## config.mk

```make
export PLATFORM = sky130hd
export DESIGN_NAME = wb_dbg_master
export DESIGN_NICKNAME = d
export VERILOG_FILES = /design/src/rtl/wb_dbg_master.sv
export SDC_FILE = /design/constraint.sdc
export NUM_CORES = 1
export LEC_CHECK = 0
export BUFFER_PORTS_ARGS = -buffer_cell sky130_fd_sc_hd__buf_2
export CAP_MARGIN = 20
export CORE_UTILIZATION = 45
export DETAILED_ROUTE_END_ITERATION = 7
export GPL_TIMING_DRIVEN = 1
export HOLD_SLACK_MARGIN = 0.03
export PLACE_DENSITY = 0.79
export SKIP_LAST_GASP = 1
export SYNTH_ARGS = -nofsm -noshare
export SYNTH_HDL_FRONTEND = slang
export SYNTH_SLANG_ARGS = --single-unit
```

## constraint.sdc

```tcl
create_clock -name clk -period 2.6 [get_ports clk]
set_clock_uncertainty 0.2 [all_clocks]
set_input_delay 0.65 -clock clk [delete_from_list [all_inputs] [get_ports clk]]
set_output_delay 0.65 -clock clk [all_outputs]
set_load 0.005 [all_outputs]
```

## src/rtl/wb_dbg_master.sv

```systemverilog
// rtl/wb_dbg_master.sv - byte-stream driven Wishbone debug initiator
// Optional WB_DBG_ADDR_INC_EN adds 'w'/'r' commands on the stored address pre-incremented by 4.
module wb_dbg_master #(
  parameter int unsigned timeout_cycles = 255
) (
  input  logic        clk,
  input  logic        reset_n,
  input  logic [7:0]  rx_data,
  input  logic        rx_stb,
  output logic [7:0]  tx_data,
  output logic        tx_stb,
  input  logic        tx_busy,
  output logic [31:0] wb_adr_o,
  output logic [31:0] wb_dat_o,
  input  logic [31:0] wb_dat_i,
  output logic [3:0]  wb_sel_o,
  output logic        wb_we_o,
  output logic        wb_cyc_o,
  output logic        wb_stb_o,
  input  logic        wb_ack_i,
  input  logic        wb_err_i,
  input  logic        wb_rty_i
);

  localparam logic [2:0] S_IDLE   = 3'd0;
  localparam logic [2:0] S_ADDR   = 3'd1;
  localparam logic [2:0] S_DATA   = 3'd2;
  localparam logic [2:0] S_BUS    = 3'd3;
  localparam logic [2:0] S_STATUS = 3'd4;
  localparam logic [2:0] S_RDATA  = 3'd5;

  localparam logic [15:0] TIMER_LAST = 16'(timeout_cycles - 1);

  logic [2:0]  state;
  logic [1:0]  cnt;
  logic [15:0] timer;
  logic        bus_err;
  logic        tx_wait;
  logic [31:0] rdata;
  logic [7:0]  tx_byte;

  assign wb_sel_o = 4'hF;

  always_comb begin
    tx_byte = rdata[31:24];
    if (state == S_STATUS) tx_byte = bus_err ? 8'h15 : 8'h06;
  end

  always_ff @(posedge clk) begin
    if (!reset_n) begin
      state    <= S_IDLE;
      cnt      <= 2'd0;
      timer    <= 16'd0;
      bus_err  <= 1'b0;
      tx_wait  <= 1'b0;
      rdata    <= 32'd0;
      tx_data  <= 8'd0;
      tx_stb   <= 1'b0;
      wb_adr_o <= 32'd0;
      wb_dat_o <= 32'd0;
      wb_we_o  <= 1'b0;
      wb_cyc_o <= 1'b0;
      wb_stb_o <= 1'b0;
    end else begin
      case (state)
        S_IDLE: begin
          cnt   <= 2'd0;
          timer <= 16'd0;
          if (rx_stb) begin
            case (rx_data)
              8'h57: begin wb_we_o <= 1'b1; state <= S_ADDR; end
              8'h52: begin wb_we_o <= 1'b0; state <= S_ADDR; end
`ifdef WB_DBG_ADDR_INC_EN
              8'h77: begin
                wb_we_o  <= 1'b1;
                wb_adr_o <= wb_adr_o + 32'd4;
                state    <= S_DATA;
              end
              8'h72: begin
                wb_we_o  <= 1'b0;
                wb_adr_o <= wb_adr_o + 32'd4;
                wb_cyc_o <= 1'b1;
                wb_stb_o <= 1'b1;
                state    <= S_BUS;
              end
`endif
              default: ;
            endcase
          end
        end
        S_ADDR: begin
          if (rx_stb) begin
            wb_adr_o <= {wb_adr_o[23:0], rx_data};
            cnt      <= cnt + 2'd1;
            if (cnt == 2'd3) begin
              if (wb_we_o) begin
                state <= S_DATA;
              end else begin
                wb_cyc_o <= 1'b1;
                wb_stb_o <= 1'b1;
                state    <= S_BUS;
              end
            end
          end
        end
        S_DATA: begin
          if (rx_stb) begin
            wb_dat_o <= {wb_dat_o[23:0], rx_data};
            cnt      <= cnt + 2'd1;
            if (cnt == 2'd3) begin
              wb_cyc_o <= 1'b1;
              wb_stb_o <= 1'b1;
              state    <= S_BUS;
            end
          end
        end
        S_BUS: begin
          // Any err/rty wins over a simultaneous ack.
          if (wb_ack_i || wb_err_i || wb_rty_i) begin
            wb_cyc_o <= 1'b0;
            wb_stb_o <= 1'b0;
            bus_err  <= wb_err_i || wb_rty_i;
            if (!(wb_err_i || wb_rty_i)) rdata <= wb_dat_i;
            state    <= S_STATUS;
          end else if (timer == TIMER_LAST) begin
            wb_cyc_o <= 1'b0;
            wb_stb_o <= 1'b0;
            bus_err  <= 1'b1;
            state    <= S_STATUS;
          end else begin
            timer <= timer + 16'd1;
          end
        end
        S_STATUS, S_RDATA: begin
          // One strobe per byte, then wait out the transmitter's busy period.
          if (tx_stb) begin
            tx_stb  <= 1'b0;
            tx_wait <= 1'b1;
          end else if (tx_wait) begin
            if (!tx_busy) begin
              tx_wait <= 1'b0;
              if (state == S_STATUS) begin
                cnt   <= 2'd0;
                state <= (bus_err || wb_we_o) ? S_IDLE : S_RDATA;
              end else begin
                rdata <= {rdata[23:0], 8'h00};
                cnt   <= cnt + 2'd1;
                if (cnt == 2'd3) state <= S_IDLE;
              end
            end
          end else if (!tx_busy) begin
            tx_stb  <= 1'b1;
            tx_data <= tx_byte;
          end
        end
        default: state <= S_IDLE;
      endcase
    end
  end

endmodule

```

* Yosys cells after proc, flatten, opt, wreduce, memory -nomap -nowiden
Cells that the tools add are included.
** Storage, ports and cells
- Register bits after elaboration :: 130
- Output and inout bits :: 80
- Logic and storage cells :: 119
** Cells by class
- Add/sub/neg operators :: 2
- Equality and inequality tests :: 27
- Muxes and demuxes :: 51
- Bitwise gates (word level) :: 3
- Reductions and logical operators :: 24
** Operator list (number)
- 32-bit 2-to-1 mux :: 6
- 32-bit case mux with 2 select lines :: 1
- 3-bit 2-to-1 mux :: 14
- 16-bit 2-to-1 mux :: 2
- 16-bit case mux with 2 select lines :: 1
- 2-bit != test, second input constant :: 15
- 16-bit by 1-bit adder with 16-bit output, second input constant :: 1
- 16-bit by 8-bit equality test with 1-bit output, second input constant :: 1
- 8-bit by 7-bit equality test with 1-bit output, second input constant :: 2
- 1-bit 2-to-1 mux :: 16
- 3-bit case mux with 5 select lines :: 1
- 7-bit AND reduction :: 2
- 11-bit AND reduction :: 1
- 2-bit 2-to-1 mux :: 5
- 8-bit 2-to-1 mux :: 1
- 2-bit nonzero test :: 4
- 3-bit by 2-bit equality test with 1-bit output, second input constant :: 2
- 3-bit equality test, second input constant :: 2
- 3-bit != test, second input constant :: 2
- 2-bit case mux with 3 select lines :: 1
- 2-bit AND reduction :: 3
- 3-bit AND reduction :: 2
- 3-bit nonzero test :: 2
- 2-bit OR reduction :: 3
- other kinds (12) :: 17

* Logic depth before layout (Yosys ltp)
Gate-level depths: netlist of run 1.
- Word-level depth :: 7
- Depth in mapped cells :: 8
- Mapped depth without buffers :: 7

* Least setup slack after synthesis of run 1
No wires, ideal clock.
- Kind :: input -> register
- Start :: in wb_err_i
- End :: reg timer[10]
- Setup time :: 69 ps
- Arrival :: 2208 ps
- Path slack :: 123 ps
- Stages :: 4
- Path buffers :: 0
- Path through :: o41a_4 -> or4_4 -> or4_1 -> o21ai_1
** On the way
- Word-level cells in the longest chain between the ends :: 4
** RTL lines
- start, declared :: line 21 : input logic wb_err_i,
- 1-bit logical OR (2 in a row) :: line 119 : if (wb_ack_i || wb_err_i || wb_rty_i) begin
- 2-bit != test (no source line)
- 3-bit AND reduction (no source line)
- end signal, assigned :: line 131 : timer <= timer + 16'd1;
- end, declared :: line 36 : logic [15:0] timer;
No other way between the ends.
A chain may end at the register's enable or synchronous reset.

* Final worst setup path of run 1
- Start :: reg state[1]
- End :: reg timer[10]
** On the way
- Word-level cells in the longest chain between the ends :: 3
- Elaborated cells on any way between the ends :: 7
- Those cells by class :: 3 x eq/ne; 1 x mux; 3 x reduce/logical
** RTL lines
- start, declared :: line 34 : logic [2:0] state;
- start signal, assigned :: line 144 : state <= (bus_err || wb_we_o) ? S_IDLE : S_RDATA;
- 3-bit by 2-bit equality test with 1-bit output or 3-bit logical NOT (tied branches) :: line 65 : case (state)
- 2-bit != test (no source line) or 2-bit nonzero test (tied branches)
- 3-bit AND reduction (no source line)
Several ways; a longest one is shown, not always the timed one.

==> results of run 1 <==
state kept, by name (all words and copies together), names as in the netlist:
signal,cells
wb_dat_o,32
wb_stb_o,1
bus_err,1
wb_we_o,1
tx_stb,1
rdata,32
state,3
tx_data,8
wb_adr_o,32
cnt,2
tx_wait,1
timer,16
per-layer routing:
metal	up-vias	part of all wire (%)	track usage [%]
met1	2225	46	27.29
met4	0	1.2	7.671
li1	2572	-	-
met3	13	6.2	7.053
met2	143	47	32.03
met5	-	0	0
stage by stage:
stage / std cells / util (%)
global placement: 924 / 53.00
CTS: 956 / 58.63
finish: 956 / 58.63
global route: 956 / 58.63
floorplan: 689 / -
detailed placement: 924 / 53.00
cells in the final DEF (no fill, tap or decap), types with 15 or more instances in the layout:
master and instances:
a21oi_1 97, a311oi_1 25, buf_2 122, buf_4 22, clkbuf_16 17, dfxtp_1 130
nand2_1 214, nand3_1 19, nor2_1 41, o21ai_0 15
worst max-delay path, cell delays in order, from the launching register on:
cell     delay [ns]
dfxtp_1        0.44
nand2_1        0.15
o41a_4         0.39
or4_4          0.53
or4_1          0.49
o21ai_1        0.08
final cells by class:
type	instances	area, um^2	share of cell area (%)
Inverter	8	31.28	0.4633
Timing Repair Buffer	145	795.8	11.79
Multi-Input combinational cell	498	2495	36.95
Tap cell	143	178.9	2.650
Clock buffer	24	501.7	7.431
Sequential cell	130	2603	38.55
Clock inverter	8	146.4	2.168
path summary, 6_finish.rpt:
path                              from  depth (start not counted)                         to
max              state[1]$_SDFFE_PN0P_                          5     timer[10]$_SDFFE_PN0P_
min          wb_adr_o[27]$_SDFFE_PN0P_                          2  wb_adr_o[27]$_SDFFE_PN0P_
max reg2reg      state[1]$_SDFFE_PN0P_                          5     timer[10]$_SDFFE_PN0P_
min reg2reg  wb_adr_o[27]$_SDFFE_PN0P_                          2  wb_adr_o[27]$_SDFFE_PN0P_
power by group:
group | leakage (uW) | total, uW | internal, uW | switching (uW)
combinational | 0.00134 | 332 | 127 | 204
sequential | 0.00105 | 2020 | 2010 | 15.7
clock | 0.000317 | 2570 | 1730 | 836
total | 0.00271 | 4920 | 3870 | 1060
cells by family after synthesis:
kind of cell,synth area share [%]
AND/OR/NAND/NOR,26.63
AO/OA/AOI/OAI,17.56
flip-flops,48.71
buffers and inverters,4.941
XOR/XNOR,0.8196
adder cells (fa/ha/maj),0.8900
multiplexers,0.3747
other,0.07019
==> results by group, run 1 <==
Die
  • Die width: roughly 110 um
  • Die area: 12310 um^2
  • Row cnt: 39
  • Starting density of the core: a little under half
  • Die H: 111.0 um
  • Total core area: 11520 um^2
  • IO Pins: approximately 130

CTS
  • Clk sinks: 130
  • Cts repair resizes: 0
  • Clock buffer depth: 2
  • Worst-path clk slew: 0.06 ns
  • Latest clock arrival within the worst-skew pair: around 0.41 ns
  • CTS tree: built
  • Num CTS Buffers: 17
  • H-tree depth: 4
  • CTS Hold Bufs: 0
  • Root buffer cell: clkbuf_16
  • Post-CTS setup buffers: 0

Power and ir drop
  • Final Power: about 4900 uW
  • P per Cell Area: around 730 nW/um^2
  • P_leak: approximately 0.0027 uW
  • Max VDD drop: roughly 0.00048 V

Run status
  • Violated checks: design-rule violations
  • Status: complete, but fails checks

Logic synthesis
  • Top_reg_cell synth: dfxtp_1
  • Ys async rst share: 0%
  • Cell variety after synth: 52
  • Synthesized area per cell: between 7 and 8 um^2
  • Register area share after synthesis: ~49%
  • Synth Instances: around 690
  • Post-synth top area cell: dfxtp_1
  • Post-synth top area share: between 40% and 50%
  • EDFF count, synth: 0
  • Yosys warnings: 0
  • Count leader, synth: nand2_1
  • Largest cells by area after synthesis: dfxtp_1 49%, nand2_1 15%, a21oi_1 9.1%
  • Synth Cell Area: approximately 5300 um^2
  • Yosys reg bits: 130
  • Synth cell count leaders: 214 x nand2_1, 130 x dfxtp_1, 97 x a21oi_1

Drt
  • Via density: just over 5
  • Via count: between 4k and 5k
  • Routed len/inst: ~13 um
  • DRT antenna net count: 0
  • DRC: 18
  • Total Wirelength: between 10 and 15 mm
  • Drt initial violations: around 450
  • Initial DRT Pass Iterations: 8

Layout
  • Fillers: about 1.1k
  • Final Cell Area: ~6800 um^2
  • P&R area growth vs syn: 26.37%
  • Layout cells sized above 1: between 20% and 30%
  • Antenna diodes: 0
  • NumNets Final: 850

Placed design
  • DP Area: a little over 6000 um^2
  • Number of port buffers: around 120
  • Placement Setup Slack: -0.01201 ns
  • Routability Congestion: about 0.85
  • Dpl hpwl: roughly 8.3 mm

Timing
  • Worst-Margin Slew: roughly 0.62 ns
  • RSZ-0062 raised after global routing: false
  • Max Slew Vio Count: 0
  • FMAX: about 420 MHz
  • Post-route minimum period: ~2.4 ns
  • Hold Vio Cnt, Final: 0
  • Period utilization: between 90% and 100%
  • Final worst setup slack: 0.2439 ns
  • Relative slew slack: between 50% and 60%
  • Final hold slack: between 0.2 and 0.25 ns
  • Setup violators final: 0
  • Fin Setup TNS: 0 ns

Worst setup path
  • Arrival time worst endpoint: approximately 2.5 ns
  • CP endpoint kind: flop
  • CP max FO: 7
  • Critical path data required time: approximately 2.7 ns
  • Critical Path Source Type: flop
  • Flop2flop setup slack: ~0.24 ns
  • CP Class: reg -> reg

Global route
  • Vias in the first global route: 4314
  • Total grt overflow: 0
  • First-pass GRT wire length: 20.91 mm
  • GRT Total Usage: between 20% and 30%
  • Largest net degree at the start of global routing: 62
  • Initial antenna violation count: 0

Flow run
  • # Max-Cap Violations: 0

Hold path
  • Hold WC Path Type: reg -> reg
Power figures use the tool's default switching activity.
==> run 2: changes to the inputs <==
==> config.mk (replaced) <==
export PLATFORM = sky130hd
export DESIGN_NAME = wb_dbg_master
export DESIGN_NICKNAME = d
export VERILOG_FILES = /design/src/rtl/wb_dbg_master.sv
export SDC_FILE = /design/constraint.sdc
export NUM_CORES = 1
export LEC_CHECK = 0
export BUFFER_PORTS_ARGS = -buffer_cell sky130_fd_sc_hd__buf_4
export CAP_MARGIN = 20
export CELL_PAD_IN_SITES_DETAIL_PLACEMENT = 0
export CELL_PAD_IN_SITES_GLOBAL_PLACEMENT = 1
export CORE_UTILIZATION = 35
export DETAILED_ROUTE_END_ITERATION = 7
export GPL_TIMING_DRIVEN = 1
export HOLD_SLACK_MARGIN = 0.03
export PLACE_DENSITY = 0.84
export SKIP_LAST_GASP = 1
export SYNTH_ARGS = -nofsm -noshare
export SYNTH_HDL_FRONTEND = slang
export SYNTH_SLANG_ARGS = --single-unit
==> results by group, run 2 (synthesized netlist as in run 1, its figures left out) <==
Drt
  • Initial DRT Pass Iterations: 8 (unchanged)
  • Drt initial violations: 321 (-28%)
  • Via density: 4.936 (-4.7%)
  • Routed len/inst: 13.50 um (+0.76%)
  • DRC: 7 (-11)
  • Via count: 4916 (-0.75%)
  • Total Wirelength: 13.45 mm (+5.0%)
  • DRT antenna net count: 0 (unchanged)

CTS
  • Clock buffer depth: 2 (unchanged)
  • CTS Hold Bufs: 0 (unchanged)
  • Post-CTS setup buffers: 0 (unchanged)
  • CTS tree: built
  • Worst-path clk slew: 0.06 ns (about the same)
  • Num CTS Buffers: 17 (unchanged)
  • Clk sinks: 130 (unchanged)
  • Root buffer cell: clkbuf_16
  • Cts repair resizes: 0 (unchanged)
  • H-tree depth: 4 (unchanged)
  • Latest clock arrival within the worst-skew pair: 0.42 ns (about the same)

Global route
  • Initial antenna violation count: 0 (unchanged)
  • GRT Total Usage: 17.57% (-3.4 points)
  • Total grt overflow: 0 (unchanged)
  • Largest net degree at the start of global routing: 108 (+74%)
  • Vias in the first global route: 4480 (+3.8%)
  • First-pass GRT wire length: 22.15 mm (+5.9%)

Timing
  • RSZ-0062 raised after global routing: false
  • Final worst setup slack: 0.2178 ns (-0.02608 ns)
  • Hold Vio Cnt, Final: 0 (unchanged)
  • Worst-Margin Slew: 0.7769 ns (+0.1571 ns)
  • Max Slew Vio Count: 0 (unchanged)
  • Setup violators final: 0 (unchanged)
  • Period utilization: 91.62% (+1.0 points)
  • Post-route minimum period: 2.382 ns (+0.02608 ns)
  • FMAX: 419.8 MHz (-1.1%)
  • Relative slew slack: 47.78% (-11 points)

Worst setup path
  • Buffers and inverters on the worst path: 0 (unchanged)
  • R2R depth: 5 (unchanged)
  • Worst reg2reg endpoint: timer[10]$_SDFFE_PN0P_
  • Peak per-stage delay on the critical path: 0.51 ns (-0.02 ns)
  • RR Startpoint: state[1]$_SDFFE_PN0P_
  • CP max FO: 10 (+3)
  • CP endpoint kind: flop
  • CP Class: reg -> reg
  • Slowest-stage cell, CP: or4_4
  • Critical path data required time: 2.74 ns (about the same)
  • Flop2flop setup slack: 0.22 ns (-0.03 ns)
  • Cell family with most CP delay: simple AND/OR/NAND/NOR gates
  • Cell Chain, Critical Path: nand2_1, o41a_4, or4_4, or4_1, o21ai_1
  • Critical Path Source Type: flop
  • Arrival time worst endpoint: 2.53 ns (+0.03 ns)

Die
  • Die width: 125.6 um (+13%)
  • Row cnt: 44 (+13%)
  • IO Pins: 127 (unchanged)
  • Die area: 15760 um^2 (+28%)
  • Die H: 125.6 um (+13%)
  • Total core area: 14700 um^2 (+28%)
  • Starting density of the core: 36.35% (-10 points)

Power and ir drop
  • P per Cell Area: 680.4 nW/um^2 (-6.7%)
  • Clock power frac: 50.6% (-1.6 points)
  • Sw Ratio: 23.04% (+1.6 points)
  • Max VDD drop: 0.0004307 V (-10%)
  • Net switching power: 1114 uW (+5.5%)
  • Comb power frac: 7.5% (+0.8 points)
  • Reg power frac: 41.9% (+0.8 points)
  • Internal power: 3720 uW (-3.9%)
  • P_leak: 0.002711 uW (+0.11%)

Placed design
  • Placement Setup Slack: -0.02760 ns (-0.01559 ns)
  • Routability Congestion: 0.8012 (-6.2%)
  • Number of port buffers: 122 (unchanged)
  • Dpl hpwl: 8.975 mm (+7.5%)

Layout
  • Commonest cells after routing, fill and taps aside: 213 x nand2_1, 140 x buf_4, 130 x dfxtp_1, 97 x a21oi_1, 41 x nor2_1
  • Layout cells sized above 1: 22.91% (+0.15 points)
  • Biggest regs: rdata (32), wb_adr_o (32), wb_dat_o (32)
  • Antenna diodes: 0 (unchanged)
  • P&R area growth vs syn: 32.97%
  • Commonest non-fill, non-tap cell in the layout: nand2_1
  • Final core occ: 48.33% (-10 points)
  • NumNets Final: 849 (-0.12%)

Hold path
  • HP Start: tx_data[3]$_SDFFE_PN0P_
  • Hold EP: tx_data[3]$_SDFFE_PN0P_
  • Hold depth: 2 (unchanged)
  • Hold WC Path Type: reg -> reg

Run status
  • Violated checks: design-rule violations
  • Status: complete, but fails checks

Flow run
  • # Max-Cap Violations: 0 (unchanged)
## run 2: layout make-up
cell class | count | area [um^2]
multi-input combinational | 498 | 2497
fill | 1474 | 7595
timing repair buffer | 144 | 1131
sequential | 130 | 2603
inverter | 8 | 31.28
tap | 184 | 230.2
clock inverter | 12 | 155.1
clock buffer | 20 | 456.7
## run 2: power groups by stage
stage | Combinational, uW | Sequential, uW | Clock, uW
final | 360 | 2030 | 2450
after global routing | 399 | 2030 | 2590
after CTS | 364 | 2030 | 2510
after detailed placement | 362 | 2070 | 0
after global placement | 364 | 2070 | 0
after floorplan | 203 | 2060 | 0
## run 2: worst register-to-register path, delay by kind of cell, from the launching register on
kind | cells | cell delay [ns]
AO/OA/AOI/OAI | 2 | 0.48
flip-flops | 1 | 0.49
AND/OR/NAND/NOR | 3 | 1.13
## run 2: worst max path at each step
stage | from | endpoint | slack, ns | depth (start not counted)
5_1_grt | state[1]$_SDFFE_PN0P_ | timer[10]$_SDFFE_PN0P_ | 0.12 | 5
4_1_cts | state[1]$_SDFFE_PN0P_ | timer[10]$_SDFFE_PN0P_ | 0.23 | 5
6_report | state[1]$_SDFFE_PN0P_ | timer[10]$_SDFFE_PN0P_ | 0.22 | 5
3_5_place_dp | wb_err_i | timer[10]$_SDFFE_PN0P_ | -0.03 | 5
2_1_floorplan | wb_err_i | timer[10]$_SDFFE_PN0P_ | 0.12 | 4
3_3_place_gp | wb_err_i | timer[10]$_SDFFE_PN0P_ | 0.002 | 5
## run 2: stage by stage
stage | power, uW | hold WS (ns) | TNS, ns | cells | area, um^2
after floorplan | 2266 | 0.2321 | 0 | 689 | 5354
after global placement | 2432 | 0.2398 | 0 | 964 | 6492
after detailed placement | 2432 | 0.2462 | -0.02760 | 964 | 6492
after CTS | 4895 | 0.2535 | 0 | 996 | 7104
after global routing | 5021 | 0.2714 | 0 | 996 | 7104
final | 4834 | 0.2499 | 0 | 996 | 7104
## run 2: metal layers
metal | global-route usage [%] | wire length, um
met1 | 22.32 | 6355
met2 | 27.55 | 6176
met3 | 5.349 | 701
met4 | 7.389 | 216
met5 | 0 | 0
